===== src/rtl/data_pack_pkg.sv =====
// Shared definitions for the 5-byte result-pack protocol (requester and transmitter).
package data_pack_pkg;

  localparam int unsigned PACK_BYTES   = 5;
  localparam logic [7:0]  REQ_BYTE_DEF = 8'd48;
  localparam int unsigned DATA_W       = 25;
  localparam int unsigned ADDR_W       = 11;
  localparam int unsigned PACK_W       = 8 * PACK_BYTES;
  // Field positions inside the 40-bit pack, B0 in the top byte.
  localparam int unsigned DATA_LSB     = 12;
  localparam int unsigned ADDR_LSB     = 1;

  typedef enum logic [1:0] {StIdle, StSend, StWait, StCheck} req_state_e;

  // A pack is well formed when the three pad bits of B0 and the pad bit of B4 are zero.
  function automatic logic pack_frame_ok(logic [PACK_W-1:0] pack);
    return (pack[PACK_W-1 -: 3] == 3'b000) && !pack[0];
  endfunction

endpackage


===== src/rtl/data_pack_requester_if.sv =====
// Handshake/bus bundle between the pack requester, the UART byte FIFOs and the result consumer.
interface data_pack_requester_if;
  import data_pack_pkg::*;

  logic              req_start;
  logic [7:0]        tx_data;
  logic              tx_wr;
  logic              tx_full;
  logic [7:0]        rx_data;
  logic              rx_valid;
  logic [DATA_W-1:0] data_out;
  logic [ADDR_W-1:0] addr_out;
  logic              pack_valid;
  logic              frame_err;
  logic              timeout;
  logic              busy;

  modport master (
    input  req_start, tx_full, rx_data, rx_valid,
    output tx_data, tx_wr, data_out, addr_out, pack_valid, frame_err, timeout, busy
  );

  modport slave (
    output req_start, tx_full, rx_data, rx_valid,
    input  tx_data, tx_wr, data_out, addr_out, pack_valid, frame_err, timeout, busy
  );

endinterface


===== src/rtl/pack_timeout_timer.sv =====
// Reply-byte watchdog: counts enabled cycles, pulses expire on the TIMEOUT_CYCLES-th one.
module pack_timeout_timer #(
  parameter int unsigned TIMEOUT_CYCLES = 100000
) (
  input  logic clk,
  input  logic rst,
  input  logic clear,
  input  logic enable,
  output logic expire
);

  localparam int unsigned CntW    = $clog2(TIMEOUT_CYCLES) + 1;
  localparam logic [CntW-1:0] CntLast = CntW'(TIMEOUT_CYCLES - 1);

  logic [CntW-1:0] cnt_q, cnt_d;

  assign expire = enable && !clear && (cnt_q == CntLast);

  // Next count: clear dominates, restart after expiry so the counter never wraps.
  always_comb begin
    cnt_d = cnt_q;
    if (clear) begin
      cnt_d = '0;
    end else if (enable) begin
      cnt_d = expire ? '0 : cnt_q + 1'b1;
    end
  end

  // Counter register.
  always_ff @(posedge clk) begin
    if (rst) cnt_q <= '0;
    else     cnt_q <= cnt_d;
  end

endmodule


===== src/rtl/data_pack_requester.sv =====
// Requests a result pack over UART (sends REQ_BYTE), collects the 5 reply bytes and
// rebuilds data/addr. Optional auto-poll enabled by defining DATA_PACK_AUTO_POLL_EN.
module data_pack_requester
  import data_pack_pkg::*;
#(
  parameter logic [7:0]  REQ_BYTE       = REQ_BYTE_DEF,
  parameter int unsigned TIMEOUT_CYCLES = 100000,
  parameter int unsigned POLL_PERIOD    = 1000000
) (
  input logic                  clk,
  input logic                  rst,
  data_pack_requester_if.master bus
);

  req_state_e        state_q, state_d;
  logic [2:0]        cnt_q, cnt_d;
  logic [PACK_W-1:0] pack_q, pack_d;
  logic [7:0]        tx_data_q, tx_data_d;
  logic              tx_wr_q, tx_wr_d;
  logic [DATA_W-1:0] data_q, data_d;
  logic [ADDR_W-1:0] addr_q, addr_d;
  logic              pack_valid_q, pack_valid_d;
  logic              frame_err_q, frame_err_d;
  logic              timeout_q, timeout_d;
  logic              busy_q, busy_d;
  logic              tmr_clear, tmr_en, tmr_expire;
  logic              req_fire;

`ifdef DATA_PACK_AUTO_POLL_EN
  localparam int unsigned PollW = $clog2(POLL_PERIOD) + 1;
  logic [PollW-1:0] poll_q, poll_d;
  logic             poll_fire;

  // Poll counter runs only while idle and restarts whenever a request leaves IDLE.
  always_comb begin
    poll_d    = '0;
    poll_fire = 1'b0;
    if (state_q == StIdle) begin
      if (poll_q == PollW'(POLL_PERIOD - 1)) poll_fire = 1'b1;
      else                                   poll_d    = poll_q + 1'b1;
    end
  end

  // Poll counter register.
  always_ff @(posedge clk) begin
    if (rst) poll_q <= '0;
    else     poll_q <= poll_d;
  end

  assign req_fire = bus.req_start | poll_fire;
`else
  localparam int unsigned UnusedPollPeriod = POLL_PERIOD;
  assign req_fire = bus.req_start;
`endif

  pack_timeout_timer #(
    .TIMEOUT_CYCLES(TIMEOUT_CYCLES)
  ) u_timer (
    .clk   (clk),
    .rst   (rst),
    .clear (tmr_clear),
    .enable(tmr_en),
    .expire(tmr_expire)
  );

  // Next-state and registered-output logic for the request/collect FSM.
  always_comb begin
    state_d      = state_q;
    cnt_d        = cnt_q;
    pack_d       = pack_q;
    tx_data_d    = tx_data_q;
    tx_wr_d      = 1'b0;
    data_d       = data_q;
    addr_d       = addr_q;
    pack_valid_d = 1'b0;
    frame_err_d  = 1'b0;
    timeout_d    = 1'b0;
    busy_d       = busy_q;
    tmr_clear    = 1'b1;
    tmr_en       = 1'b0;
    unique case (state_q)
      StIdle: begin
        // Stray rx bytes are simply dropped here.
        cnt_d = '0;
        if (req_fire) begin
          state_d = StSend;
          busy_d  = 1'b1;
        end
      end
      StSend: begin
        if (!bus.tx_full) begin
          tx_data_d = REQ_BYTE;
          tx_wr_d   = 1'b1;
          state_d   = StWait;
        end
      end
      StWait: begin
        if (bus.rx_valid) begin
          pack_d = {pack_q[PACK_W-9:0], bus.rx_data};
          cnt_d  = cnt_q + 3'd1;
          if (cnt_q == 3'(PACK_BYTES - 1)) state_d = StCheck;
        end else begin
          tmr_clear = 1'b0;
          tmr_en    = 1'b1;
          if (tmr_expire) begin
            timeout_d = 1'b1;
            cnt_d     = '0;
            busy_d    = 1'b0;
            state_d   = StIdle;
          end
        end
      end
      StCheck: begin
        if (pack_frame_ok(pack_q)) begin
          data_d       = pack_q[DATA_LSB +: DATA_W];
          addr_d       = pack_q[ADDR_LSB +: ADDR_W];
          pack_valid_d = 1'b1;
        end else begin
          frame_err_d  = 1'b1;
        end
        cnt_d   = '0;
        busy_d  = 1'b0;
        state_d = StIdle;
      end
      default: state_d = StIdle;
    endcase
  end

  // FSM state and output registers; reset aborts any pack in progress without pulses.
  always_ff @(posedge clk) begin
    if (rst) begin
      state_q      <= StIdle;
      cnt_q        <= '0;
      pack_q       <= '0;
      tx_data_q    <= '0;
      tx_wr_q      <= 1'b0;
      data_q       <= '0;
      addr_q       <= '0;
      pack_valid_q <= 1'b0;
      frame_err_q  <= 1'b0;
      timeout_q    <= 1'b0;
      busy_q       <= 1'b0;
    end else begin
      state_q      <= state_d;
      cnt_q        <= cnt_d;
      pack_q       <= pack_d;
      tx_data_q    <= tx_data_d;
      tx_wr_q      <= tx_wr_d;
      data_q       <= data_d;
      addr_q       <= addr_d;
      pack_valid_q <= pack_valid_d;
      frame_err_q  <= frame_err_d;
      timeout_q    <= timeout_d;
      busy_q       <= busy_d;
    end
  end

  assign bus.tx_data    = tx_data_q;
  assign bus.tx_wr      = tx_wr_q;
  assign bus.data_out   = data_q;
  assign bus.addr_out   = addr_q;
  assign bus.pack_valid = pack_valid_q;
  assign bus.frame_err  = frame_err_q;
  assign bus.timeout    = timeout_q;
  assign bus.busy       = busy_q;

endmodule

===== src/flat_wrapper.sv =====
// flat-port wrapper written by rule: the top's interface ports become plain ports
module data_pack_requester_flat import data_pack_pkg::*;
#(
  parameter logic [7:0]  REQ_BYTE       = REQ_BYTE_DEF,
  parameter int unsigned TIMEOUT_CYCLES = 100000,
  parameter int unsigned POLL_PERIOD    = 1000000
)
  (clk, rst, bus_req_start, bus_tx_full, bus_rx_data, bus_rx_valid, bus_tx_data, bus_tx_wr, bus_data_out, bus_addr_out, bus_pack_valid, bus_frame_err, bus_timeout, bus_busy);
  data_pack_requester_if bus_i ();
  input logic clk;
  input logic rst;
  input wire logic [$bits(bus_i.req_start)-1:0] bus_req_start;
  input wire logic [$bits(bus_i.tx_full)-1:0] bus_tx_full;
  input wire logic [$bits(bus_i.rx_data)-1:0] bus_rx_data;
  input wire logic [$bits(bus_i.rx_valid)-1:0] bus_rx_valid;
  output wire logic [$bits(bus_i.tx_data)-1:0] bus_tx_data;
  output wire logic [$bits(bus_i.tx_wr)-1:0] bus_tx_wr;
  output wire logic [$bits(bus_i.data_out)-1:0] bus_data_out;
  output wire logic [$bits(bus_i.addr_out)-1:0] bus_addr_out;
  output wire logic [$bits(bus_i.pack_valid)-1:0] bus_pack_valid;
  output wire logic [$bits(bus_i.frame_err)-1:0] bus_frame_err;
  output wire logic [$bits(bus_i.timeout)-1:0] bus_timeout;
  output wire logic [$bits(bus_i.busy)-1:0] bus_busy;
  assign bus_i.req_start = bus_req_start;
  assign bus_i.tx_full = bus_tx_full;
  assign bus_i.rx_data = bus_rx_data;
  assign bus_i.rx_valid = bus_rx_valid;
  assign bus_tx_data = bus_i.tx_data;
  assign bus_tx_wr = bus_i.tx_wr;
  assign bus_data_out = bus_i.data_out;
  assign bus_addr_out = bus_i.addr_out;
  assign bus_pack_valid = bus_i.pack_valid;
  assign bus_frame_err = bus_i.frame_err;
  assign bus_timeout = bus_i.timeout;
  assign bus_busy = bus_i.busy;
  data_pack_requester #(.REQ_BYTE(REQ_BYTE), .TIMEOUT_CYCLES(TIMEOUT_CYCLES), .POLL_PERIOD(POLL_PERIOD)) u_core (.clk(clk), .rst(rst), .bus(bus_i));
endmodule

===== config.mk =====
export PLATFORM = sky130hd
export DESIGN_NAME = data_pack_requester_flat
export DESIGN_NICKNAME = d
export VERILOG_FILES = /design/src/rtl/data_pack_pkg.sv /design/src/rtl/data_pack_requester_if.sv /design/src/rtl/pack_timeout_timer.sv /design/src/rtl/data_pack_requester.sv /design/src/flat_wrapper.sv
export SDC_FILE = /design/constraint.sdc
export NUM_CORES = 1
export LEC_CHECK = 0
export BUFFER_PORTS_ARGS = -buffer_cell sky130_fd_sc_hd__buf_2
export CORE_ASPECT_RATIO = 1.4
export CORE_MARGIN = 2
export CORE_UTILIZATION = 56
export CTS_CLUSTER_SIZE = 16
export DETAILED_ROUTE_END_ITERATION = 8
export PLACE_DENSITY_LB_ADDON = 0.2
export SETUP_SLACK_MARGIN = 0.1
export SLEW_MARGIN = 20
export SYNTH_ARGS = -nofsm -noshare
export SYNTH_HDL_FRONTEND = slang
export SYNTH_SLANG_ARGS = --single-unit

===== constraint.sdc =====
create_clock -name clk -period 2.4 [get_ports clk]
set_clock_uncertainty 0.15 [all_clocks]
set_input_delay 0.12 -clock clk [delete_from_list [all_inputs] [get_ports clk]]
set_output_delay 0.12 -clock clk [all_outputs]
set_load 0.005 [all_outputs]

# Yosys cells after proc, flatten, opt, wreduce, memory -nomap -nowiden
# Cells that the tools add are included.
op_classes:
  n_shift: 0
  addsub: 2
  eq_ne: 11
  n_div: 0
  n_reduce_logical: 20
  n_lt_le_gt_ge: 0
  muxes: 22
  multipliers: 0
  n_bitwise: 4
op_table:
  columns: ["op", "count"]
  rows:
  - ["$add 18x1->18 const B", 1]
  - ["$eq 18x17->1 const B", 1]
  - ["$mux 18", 1]
  - ["$mux 1", 11]
  - ["$mux 2", 5]
  - ["$ne 2x2->1 const B", 4]
  - ["$pmux 2 s4", 1]
  - ["$reduce_and 2->1", 4]
  - ["$reduce_and 4->1", 2]
  - ["$reduce_or 2->1", 4]
  - ["$mux 3", 2]
  - ["$pmux 3 s2", 1]
  - ["$eq 2x2->1 const B", 2]
  - ["$not 1->1", 4]
  - ["$add 3x1->3 const B", 1]
  - ["$eq 3x3->1 const B", 1]
  - ["$logic_and 1x1->1", 3]
  - ["$logic_not 3->1", 1]
  - ["$ne 3x2->1 const B", 1]
  - ["$ne 3x3->1 const B", 1]
  - ["$pmux 1 s3", 1]
  - ["$reduce_bool 3->1", 1]
  - ["$reduce_or 3->1", 1]
  - ["$eq 2x1->1 const B", 1]
  - ["other kinds (3)", 4]
word_totals:
  wordCells: 71
  ff_bits: 105
  input_bits: 13
  latch_bits: 0
  out_inout_bits: 49
  mem_count: 0
  mem_bits_ro: 0
  mem_bits_rw: 0

# Logic depth before layout (Yosys ltp)
# Gate-level depths: netlist of the first run.
logic_depth:
  depth_word: 8
  ltp_mapped: 8
  mapped_depth_nobuf: 6

# By module
# From an unflattened synthesis of the first run, not the netlist that was laid out.
unflattened:
  cells_unflattened: 506
  hier_area_um2: 4147.7
by_module_without_submodules:
  columns: ["mod", "instances", "cells_per_inst", "area_each_um2"]
  rows:
  - ["data_pack_requester", 1, 408, 3264.4]
  - ["pack_timeout_timer", 1, 98, 883.3]

# Worst setup path before layout of the first run
# Ideal clock, no wire load.
synth_path:
  path_kind: "register -> register"
  startpoint: "register u_core.state_q[0]"
  endpoint: "register u_core.u_timer.cnt_q[16]"
  slack_ps: 347
  arrival_ps: 1833
  period_less_slack_ps: 2053
  stages_incl_launch_ff: 8
  required_time_ps: 2180
  path_cell_list: "dfxtp_1 -> inv_1 -> ha_1 -> buf_4 -> and4b_1 -> nand4_1 -> or4_1 -> a21oi_1"
synth_between:
  elab_chain_len: 6
  word_cells_on_any_way: 8
  cone_classes: "1 x eq/ne; 3 x mux; 4 x reduce/logical"
synth_rtl:
  columns: ["element", "line_no", "source"]
  rows:
  - ["start: declaration", "data_pack_requester.sv:15", "req_state_e state_q, state_d;"]
  - ["start signal: assignment", "data_pack_requester.sv:132", "state_q <= StIdle;"]
  - ["start signal: assignment", "data_pack_requester.sv:144", "state_q <= state_d;"]
  - ["$eq 2x2->1 (*)", "data_pack_requester.sv:81", "unique case (state_q)"]
  - ["$mux 1", "data_pack_requester.sv:81", null]
  - ["$logic_not 1->1", "pack_timeout_timer.sv:17", "assign expire = enable && !clear && (cnt_q == CntLast);"]
  - ["$logic_and 1x1->1 (2 in series)", "pack_timeout_timer.sv:17", null]
  - ["$mux 18", "pack_timeout_timer.sv:25", "cnt_d = expire ? '0 : cnt_q + 1'b1;"]
  - ["end signal: assignment", "pack_timeout_timer.sv:32", "else cnt_q <= cnt_d;"]
  - ["end: declaration", "pack_timeout_timer.sv:15", "logic [CntW-1:0] cnt_q, cnt_d;"]
# Mark *: on every way between the ends. The rest lies on a longest branch, timed or not.
# A chain may end at the register's enable or synchronous reset.

# Final worst setup path of the first run
layout_path:
  startpoint: "register u_core.state_q[0]"
  endpoint: "register u_core.u_timer.cnt_q[17]"
# Same word-level chain as after synthesis.

==> metrics.md, run 1 <==
| Metric | Value |
|---|---|
| Latest clock arrival within the worst-skew pair | 370 ps |
| Arr. time, crit path | 2330 ps |
| Power Density | 710 nW/µm² |
| Synth Cell Area | 4150 µm² |
| Post-synth ARST share | 0% |
| Data required time of the critical path | 2560 ps |
| Fmax | ~0.46 GHz |
| Syn. warnings | 0 |
| Ant diodes | 0 |
| Post-DRT Antenna Nets | 0 |
| Worst-Margin Slew | 799 ps |
| Filler Cell Count | 663 |
| Die Ht | 106 µm |
| DR vias/cell | approximately 5.3 |
| Pins Over Slew Limit | 0 |
| DRT Wirelength | 8.76 mm |
| Crit-path max cell delay | 520 ps |
| Yosys reg bits | 105 |
| Sum Neg Setup Slack | 0 ps |
| Hold violation count in the final report | 0 |
| Post-synth EDFFs | 0 |
| CTS H-tree lvls | 3 |
| 1st-pass router iterations | 4 |
| CP Class | flop to flop |
| Post-DP HPWL | 5.91 mm |
| Largest net degree at the start of global routing | 82 |
| First-pass GRT wire length | approximately 15 mm |
| CTS tree | done |
| Mapped Cells | 510 |
| Status | completed |
| Global route hottest layer | met2 |
| Unrepaired setup endpoints after global routing | no |
| Share of cells above drive strength 1 | 16.3% |
| Final Non-Filler Cells | 668 |
| Die W | 76.7 µm |
| Layout Nets | just under 600 |
| Crit end category | flop |
| Core ar. | 7270 µm² |
| Drt wl/cell | 13.1 µm |
| CP max FO | 9 |
| Remaining Overflow, GRT | 0 |
| Max_cap viols | 0 |
| Register Area | around 2100 µm² |
| Peak VDD IR | 0.000521 V |
| Row count | 37 |
| Worst-path cell chain | inv_1 > ha_1 > and4b_1 > nand4_2 > or4_1 > a21oi_1 |
| Via count | approximately 3500 |
| Vias in the first global route | 3214 |
| Initial Util | 57.1% |
| I/O Buffers | 55 |
| Headroom to the max-slew limit | 46.7% |
| Initial antenna violation count | 0 |
| Setup Viol. Count Final | 0 |
| Clock transition at the registers of the reported paths | roughly 90 ps |
| CP Launch Type | flop |
| Detailed Route Iter0 Violations | 253 |
| CTS Buffer Depth | 2 |
| Num CTS Buffers | 9 |
| Worst hold margin | 42.9 ps |
| Leakage power | 0.00175 µW |
| HP Class | input pin to flop |
| Syn avg cell area | 8.14 µm² |
| Ports | 62 |
| Tmin final | 2170 ps |
| Netlist cell types | 44 |
| # DRC | 0 |
| M2 GR Usage | about two fifths |
| Layout area overhead | 14.4% |
| Multi-input combinational cell area | 1830 µm² |
| Die Area | 8120 µm² |
| Tot Pwr | 3370 µW |
| Final worst path period share | roughly 90% |
| CTS sink count | 105 |
| M3 GR Usage | 3.68% |
| Clock root cell | clkbuf_8 |
| Seq/Total Area, Yosys | 50.7% |
| Cell total after placement | approximately 640 |
| GRT Util Overall | 22.3% |
| Post-layout util | 65.3% |
| Routability cong. | 0.879 |
| Met1 Usage GRT | 25.5% |
| Synth Flop Type | dfxtp_1 |
| CP max stage cell | or4_1 |
## cell usage in the layout (no fill, tap or decap), types with 5 or more instances in the layout
cell           count
xor2_1             5
dfxtp_1          105
inv_1             12
nor2_2            10
buf_4              9
buf_2             55
or3_1              7
ha_1               9
conb_1             6
dlygate4sd3_1     11
nor3_1             6
nand2_1          162
a21oi_1           88
clkbuf_8          10
o21ai_0            7
nand3_1            7
nor2_1             9
## cell usage after synthesis, types with 6 or more instances
master / count / area (µm²)
buf_4: 8 / 60.1
ha_1: 9 / 113
nor2_2: 10 / 62.6
o21ai_0: 7 / 35.0
or3_1: 7 / 43.8
nand2_1: 162 / 608
nor2_1: 9 / 33.8
nand3_1: 7 / 35.0
dfxtp_1: 105 / 2100
a21oi_1: 88 / 440
nor3_1: 6 / 30.0
clkbuf_1: 22 / 82.6
inv_1: 12 / 45.0
## what timing repair did
item / in CTS / in global routing
hold endpoints to repair: 12 / 0
hold buffers: 11 / 0
setup buffers: 0 / 0
gates resized for setup: 0 / 0
## per-layer routing
| metal | vias to the layer above | wire length [µm] | part of all wire, % |
|---|---|---|---|
| li1 | 1792 | - | - |
| met1 | 1635 | 3570 | 41 |
| met2 | 87 | 4650 | 53 |
| met3 | 18 | 319 | 3.6 |
| met4 | 0 | 224 | 2.6 |
| met5 | - | 0 | 0 |
## power by group
part,switching [µW],internal (µW),leakage (µW)
Combinational,346,189,0.000811
Clock,578,409,0.0000907
Sequential,52.8,1790,0.000847
Total,977,2390,0.00175
## state kept, by name, summed over array words and instances, names as in the netlist
| name | count |
|---|---|
| u_core.bus.addr_out | 11 |
| u_core.bus.busy | 1 |
| u_core.bus.data_out | 25 |
| u_core.bus.frame_err | 1 |
| u_core.bus.pack_valid | 1 |
| u_core.bus.timeout | 1 |
| u_core.bus.tx_data | 1 |
| u_core.bus.tx_wr | 1 |
| u_core.cnt_q | 3 |
| u_core.pack_q | 40 |
| u_core.state_q | 2 |
| u_core.u_timer.cnt_q | 18 |
## final timing paths
path,start,endpoint,slack [ps],depth (start not counted)
worst max-delay path,u_core.state_q[0]$_SDFFE_PP0P_,u_core.u_timer.cnt_q[17]$_SDFFE_PP0N_,230,6
worst min-delay path,bus_rx_valid,u_core.bus.busy$_SDFFE_PP0P_,40,3
worst max register to register,u_core.state_q[0]$_SDFFE_PP0P_,u_core.u_timer.cnt_q[17]$_SDFFE_PP0N_,230,6
worst min register to register,u_core.pack_q[36]$_SDFFE_PP0P_,u_core.bus.data_out[24]$_SDFFE_PP0P_,310,2
## final cells by class
class | instances | area share (%)
clock inverters | 4 | 0.580
well taps | 97 | 2.56
multi-input cells | 362 | 38.6
clock buffers | 12 | 3.06
repair buffers | 76 | 9.97
inverters | 12 | 0.949
flip-flops and latches | 105 | 44.3
## kinds of logic (layout without fill, tap and decap cells)
family / after synthesis / after routing / synth area share [%]
and+or+nand+nor: 228 / 228 / 24.3
DFF: 105 / 105 / 50.7
AOI/OAI and AO/OA: 111 / 111 / 14.9
adders and majority gates: 9 / 9 / 2.71
other: 1 / 6 / 0.0904
buffers and inverters: 48 / 104 / 5.64
xor gates and xnor gates: 8 / 8 / 1.69
## critical path, delay by kind of cell, from the launching register on
family | cells | cell delay (ps)
compound gates | 1 | 140
simple gates | 3 | 1060
fa+ha+maj | 1 | 210
flops | 1 | 380
buf+inv | 1 | 170
## per-stage QoR
stage	setup WS [ps]	cell area, µm²
after floorplan	347	4170
after global placement	342	4460
after detailed placement	271	4460
after CTS	244	4750
after global routing	113	4750
final	233	4750
Power figures use the tool's default switching activity.
==> run 2: changes to the inputs <==
==> constraint.sdc (replaced) <==
create_clock -name clk -period 2.05 [get_ports clk]
set_clock_uncertainty 0.15 [all_clocks]
set_input_delay 0.1025 -clock clk [delete_from_list [all_inputs] [get_ports clk]]
set_output_delay 0.1025 -clock clk [all_outputs]
set_load 0.005 [all_outputs]
==> run 2 against run 1 <==
Net effect: sequential share of layout area shrank 0.57 points; combinational power increased by 19%; global-route usage fell by 0.19 points; largest cell class unchanged; largest power group unchanged.
==> metrics.md, run 2 (synthesized netlist as in run 1, its figures left out) <==
| Metric | Value |
|---|---|
| Ant diodes | 0 |
| Most frequent cells in the layout | 162 x nand2_1, 101 x dfxtp_1, 88 x a21oi_1 |
| Initial antenna violation count | 0 |
| Final worst path period share | a little over nine tenths |
| Cell total after placement | about 640 |
| First-pass GRT wire length | 14.4 mm |
| Unrepaired setup endpoints after global routing | yes |
| Sum Neg Setup Slack | 0 ps |
| Clock transition at the registers of the reported paths | 90 ps |
| Met1 Usage GRT | 23.8% |
| Worst-Margin Slew | 488 ps |
| Via count | around 3500 |
| DR vias/cell | between 5 and 6 |
| Latest clock arrival within the worst-skew pair | 370 ps |
| Power Density | around 850 nW/µm² |
| Largest net degree at the start of global routing | 87 |
| Peak VDD IR | 0.000610 V |
| Die Area | 8120 µm² |
| Most common cell after layout, fill and taps aside | nand2_1 |
| Fmax | 0.518 GHz |
| Arr. time, crit path | 2040 ps |
| Max_cap viols | 0 |
| Row count | 37 |
| Remaining Overflow, GRT | 0 |
| Pins Over Slew Limit | 0 |
| HP Class | input pin to flop |
| Detailed Route Iter0 Violations | 254 |
| Layout area overhead | 16.4% |
| Global route hottest layer | met2 |
| Hold violation count in the final report | 0 |
| CP Launch Type | flop |
| Crit end category | flop |
| Post-layout util | roughly two thirds |
| CTS tree | done |
| Largest register FFs | 40 |
| CTS sink count | 105 |
| Tmin final | 1930 ps |
| R2r setup slk | 120 ps |
| Post-DRT Antenna Nets | 0 |
| Post-DP HPWL | around 6.1 mm |
| Leakage power | roughly 0.0018 µW |
| Setup Viol. Count Final | 0 |
| Share of cells above drive strength 1 | 18.4% |
| Final Non-Filler Cells | 668 |
| Layout Nets | 588 |
| Clock root cell | clkbuf_8 |
| # DRC | 0 |
| Tot Pwr | roughly 4100 µW |
| Initial Util | 57.1% |
| M2 GR Usage | 40.2% |
| Die Ht | 106 µm |
| GRT Util Overall | roughly 22% |
| DRT Wirelength | a little under 9 mm |
| Data required time of the critical path | 2160 ps |
| CTS Buffer Depth | 2 |
| Routability cong. | 0.873 |
| Core ar. | between 7000 and 8000 µm² |
| Worst hold margin | 47.0 ps |
| 1st-pass router iterations | 4 |
| M3 GR Usage | approximately 4.4% |
| CTS H-tree lvls | 3 |
| Num CTS Buffers | 9 |
| CP Class | flop to flop |
| Top reg by flops | u_core.pack_q |
| CP max FO | 18 |
| Postcts setup bufs | 0 |
| Vias in the first global route | between 3000 and 4000 |
| Ports | between 60 and 70 |
| Headroom to the max-slew limit | 67.2% |
| Status | completed |
| Die W | 76.7 µm |
| I/O Buffers | between 50 and 60 |
| Drt wl/cell | 13.1 µm |
-- run 2: worst paths after layout --
path	cells past startpoint	to	startpoint
worst max-delay path	6	u_core.u_timer.cnt_q[12]$_SDFFE_PP0N_	u_core.u_timer.cnt_q[0]$_SDFFE_PP0N_
worst min-delay path	3	u_core.bus.busy$_SDFFE_PP0P_	bus_rx_valid
worst max register to register	6	u_core.u_timer.cnt_q[12]$_SDFFE_PP0N_	u_core.u_timer.cnt_q[0]$_SDFFE_PP0N_
worst min register to register	1	u_core.u_timer.cnt_q[0]$_SDFFE_PP0N_	u_core.u_timer.cnt_q[0]$_SDFFE_PP0N_
-- run 2: through the flow --
stage	area [µm²]	setup slack, ps
floorplan	4210	76.3
global placement	4530	181
detailed placement	4530	121
CTS	4820	120
global route	4830	34.0
finish	4830	119
-- run 2: layer usage --
layer | share of wire [%] | up-vias | wire length [µm]
met5 | 0 | - | 0
met4 | 3.6 | 0 | 318
met3 | 3.4 | 24 | 294
met2 | 52 | 72 | 4580
met1 | 41 | 1608 | 3540
li1 | - | 1807 | -
-- run 2: critical path, cell delays in order, from the launching register on --
cell and delay, ps:
dfxtp_2 380, ha_4 150, nand4_1 120, or4_4 600
o21ai_4 190, buf_12 180, a21oi_1 60
-- run 2: power by group --
| group | switching [µW] | internal [µW] |
|---|---|---|
| clock network | 687 | 609 |
| logic | 409 | 228 |
| registers | 66.5 | 2110 |
-- run 2: timing repair --
item	CTS	global route
hold buffers	9	0
gates resized for setup	0	3
endpoints found under the setup margin	0	23
hold endpoints to repair	10	0
-- run 2: layout make-up --
| type | instances | area (µm²) |
|---|---|---|
| Inverter | 12 | 47.5 |
| Timing Repair Buffer | 76 | 480 |
| Fill cell | 636 | 2440 |
| Clock inverter | 5 | 63.8 |
| Tap cell | 97 | 121 |
| Clock buffer | 11 | 141 |
| Multi-Input combinational cell | 362 | 1860 |
| Sequential cell | 105 | 2110 |
==> run 3: changes to the inputs <==
--- a/config.mk
+++ b/config.mk
@@ -8,9 +8,10 @@
 export BUFFER_PORTS_ARGS = -buffer_cell sky130_fd_sc_hd__buf_2
 export CORE_ASPECT_RATIO = 1.4
 export CORE_MARGIN = 2
-export CORE_UTILIZATION = 56
+export CORE_UTILIZATION = 60
 export CTS_CLUSTER_SIZE = 16
 export DETAILED_ROUTE_END_ITERATION = 8
+export GPL_ROUTABILITY_DRIVEN = 0
 export PLACE_DENSITY_LB_ADDON = 0.2
 export SETUP_SLACK_MARGIN = 0.1
 export SLEW_MARGIN = 20
==> constraint.sdc (replaced) <==
create_clock -name clk -period 2.3 [get_ports clk]
set_clock_uncertainty 0.15 [all_clocks]
set_input_delay 0.115 -clock clk [delete_from_list [all_inputs] [get_ports clk]]
set_output_delay 0.115 -clock clk [all_outputs]
set_load 0.005 [all_outputs]
==> run 3 against run 2 <==
Net effect: hold slack got worse by 4.0 ps; cell count is 0.60% lower; setup slack improved by 100 ps; core utilization up 5.4 points; critical path depth is 1 higher; final area decreased by 0.98%; clock power fell by 13%; first-iteration DRC count down 8.7%; die area fell by 6.4%; non-clock buffer count increased by 1; largest cell class unchanged.
==> metrics.md, run 3 (synthesized netlist as in run 1, its figures left out) <==
| Metric | Value |
|---|---|
| Detailed Route Iter0 Violations | 232 |
| Net Switching | approximately 1000 µW |
| DRT Wirelength | 8.91 mm |
| Layout area overhead | 15.3% |
| CP max FO | 9 |
| CP top delay family | compound AO/OA/AOI/OAI gates |
| Die W | about 74 µm |
| Met3 WL | about 240 µm |
| Via count | 3538 |
| Largest net degree at the start of global routing | 59 |
| Initial antenna violation count | 0 |
| Worst hold start | bus_rx_valid |
| Vias in the first global route | 3341 |
| Die Area | 7610 µm² |
| Sum Neg Setup Slack | 0 ps |
| Peak VDD IR | 0.000420 V |
| I/O Buffers | 55 |
| Core ar. | 6660 µm² |
| Wl on met1 | 3.74 mm |
| Power share of the clock group | 31.1% |
| CP bufs+invs | 2 |
| Arr. time, crit path | 2210 ps |
| Tot Pwr | 3620 µW |
| Register Area | about 2100 µm² |
| Multi-input combinational cell area | 1850 µm² |
| CP Launch Type | flop |
| CTS Buffer Depth | 2 |
| Data required time of the critical path | ~2400 ps |
| Status | completed |
| Switching fraction of total power | 28.8% |
| Leakage power | 0.00177 µW |
| GRT Util Overall | 25.2% |
| Worst-Margin Slew | 573 ps |
| Max_cap viols | 0 |
| Clock root cell | clkbuf_8 |
| Highest Signal Layer | met4 |
| 1st-pass router iterations | 4 |
| Reg2reg start | u_core.state_q[0]$_SDFFE_PP0P_ |
| Unrepaired setup endpoints after global routing | no |
| Most common cell after layout, fill and taps aside | nand2_1 |
| CTS sink count | roughly 110 |
| Metal2 WL | 4.61 mm |
| CP max stage cell | dfxtp_1 |
| Setup Viol. Count Final | 0 |
| CTS H-tree lvls | 3 |
| Clock transition at the registers of the reported paths | roughly 100 ps |
| Hold violation count in the final report | 0 |
| Most frequent cells in the layout | 162 x nand2_1, 105 x dfxtp_1, 88 x a21oi_1 |
| Layout Nets | 589 |
| First-pass GRT wire length | 14.8 mm |
| Ant diodes | 0 |
| Final worst path period share | 90.3% |
| Initial Util | 62.3% |
| Pins Over Slew Limit | 0 |
| Worst hold margin | 43.0 ps |
| HP Class | input pin to flop |
| Post-DP HPWL | 6.12 mm |
| Ports | 62 |
| Top reg by flops | u_core.pack_q |
| Headroom to the max-slew limit | between 60% and 70% |
| CP Class | flop to flop |
| Crit-path max cell delay | 450 ps |
| Worst-path cell chain | inv_2 > ha_1 > buf_4 > and2_1 > a2111oi_2 > o21ai_0 > nor3_1 |
| Comb pwr share | between 15 and 20% |
| Post-DRT Antenna Nets | 0 |
| Share of power burned in registers | 53.1% |
| Pint | 2580 µW |
| DR vias/cell | 5.33 |
| Filler Cell Count | 573 |
| Fmax | 0.481 GHz |
| Largest register FFs | 40 |
| # DRC | 0 |
| Latest clock arrival within the worst-skew pair | 370 ps |
| Tmin final | between 2000 and 2500 ps |
| CTS tree | done |
| Drt wl/cell | 13.4 µm |
| Remaining Overflow, GRT | 0 |
| Row count | 35 |
| Power Density | around 760 nW/µm² |
| Share of cells above drive strength 1 | between 10% and 20% |
| Setup crit start | u_core.state_q[0]$_SDFFE_PP0P_ |
| Die Ht | 102 µm |
| Num CTS Buffers | 9 |
| Crit end category | flop |
==> run 3: layer usage <==
metal | track usage (%) | vias to the layer above
li1 | - | 1803
met1 | 28.6 | 1632
met2 | 44.2 | 77
met3 | 4.14 | 26
met4 | 14.0 | 0
met5 | 0 | -
==> run 3: cell type report <==
cell class | count | area share [%]
sequential | 105 | 43.9
tap | 92 | 2.41
multi-input combinational | 362 | 38.6
inverter | 12 | 0.942
timing repair buffer | 77 | 9.99
clock buffer | 10 | 2.67
clock inverter | 6 | 1.41
==> run 3: path summary, 6_finish.rpt <==
kind / cells after the start / slack, ps / end
min: 3 / 40 / u_core.bus.busy$_SDFFE_PP0P_
max reg2reg: 7 / 220 / u_core.state_q[1]$_SDFFE_PP0P_
min reg2reg: 2 / 300 / u_core.bus.data_out[4]$_SDFFE_PP0P_
max: 7 / 220 / u_core.state_q[1]$_SDFFE_PP0P_
==> run 3: per-stage QoR <==
stage | area [µm²] | utilization [%] | setup WS, ps | cells
floorplan | 4170 | - | 247 | 515
global placement | 4470 | 67.2 | 245 | 638
detailed placement | 4470 | 67.2 | 203 | 638
CTS | 4770 | 71.6 | 136 | 664
global route | 4780 | 71.9 | 116 | 664
finish | 4780 | 71.9 | 223 | 664
==> run 3: worst register-to-register path, cell delays in order, from the launching register on <==
cell	delay [ps]
dfxtp_1	450
inv_2	100
ha_1	230
buf_4	170
and2_1	200
a2111oi_2	350
o21ai_0	150
nor3_1	190
==> run 3: what timing repair did <==
action,CTS,global route
resized for setup,1,4
buffers inserted,0,0
setup endpoints to repair,1,4
hold buffers,10,0
endpoints found under the hold margin,11,0
==> run 3: power groups by stage <==
stage          clock [µW]  sequential [µW]  combinational (µW)
2_1_floorplan           0             1960                 402
3_3_place_gp            0             1960                 521
3_5_place_dp            0             1970                 540
4_1_cts              1140             1920                 562
5_1_grt              1220             1940                 642
6_report             1130             1930                 573
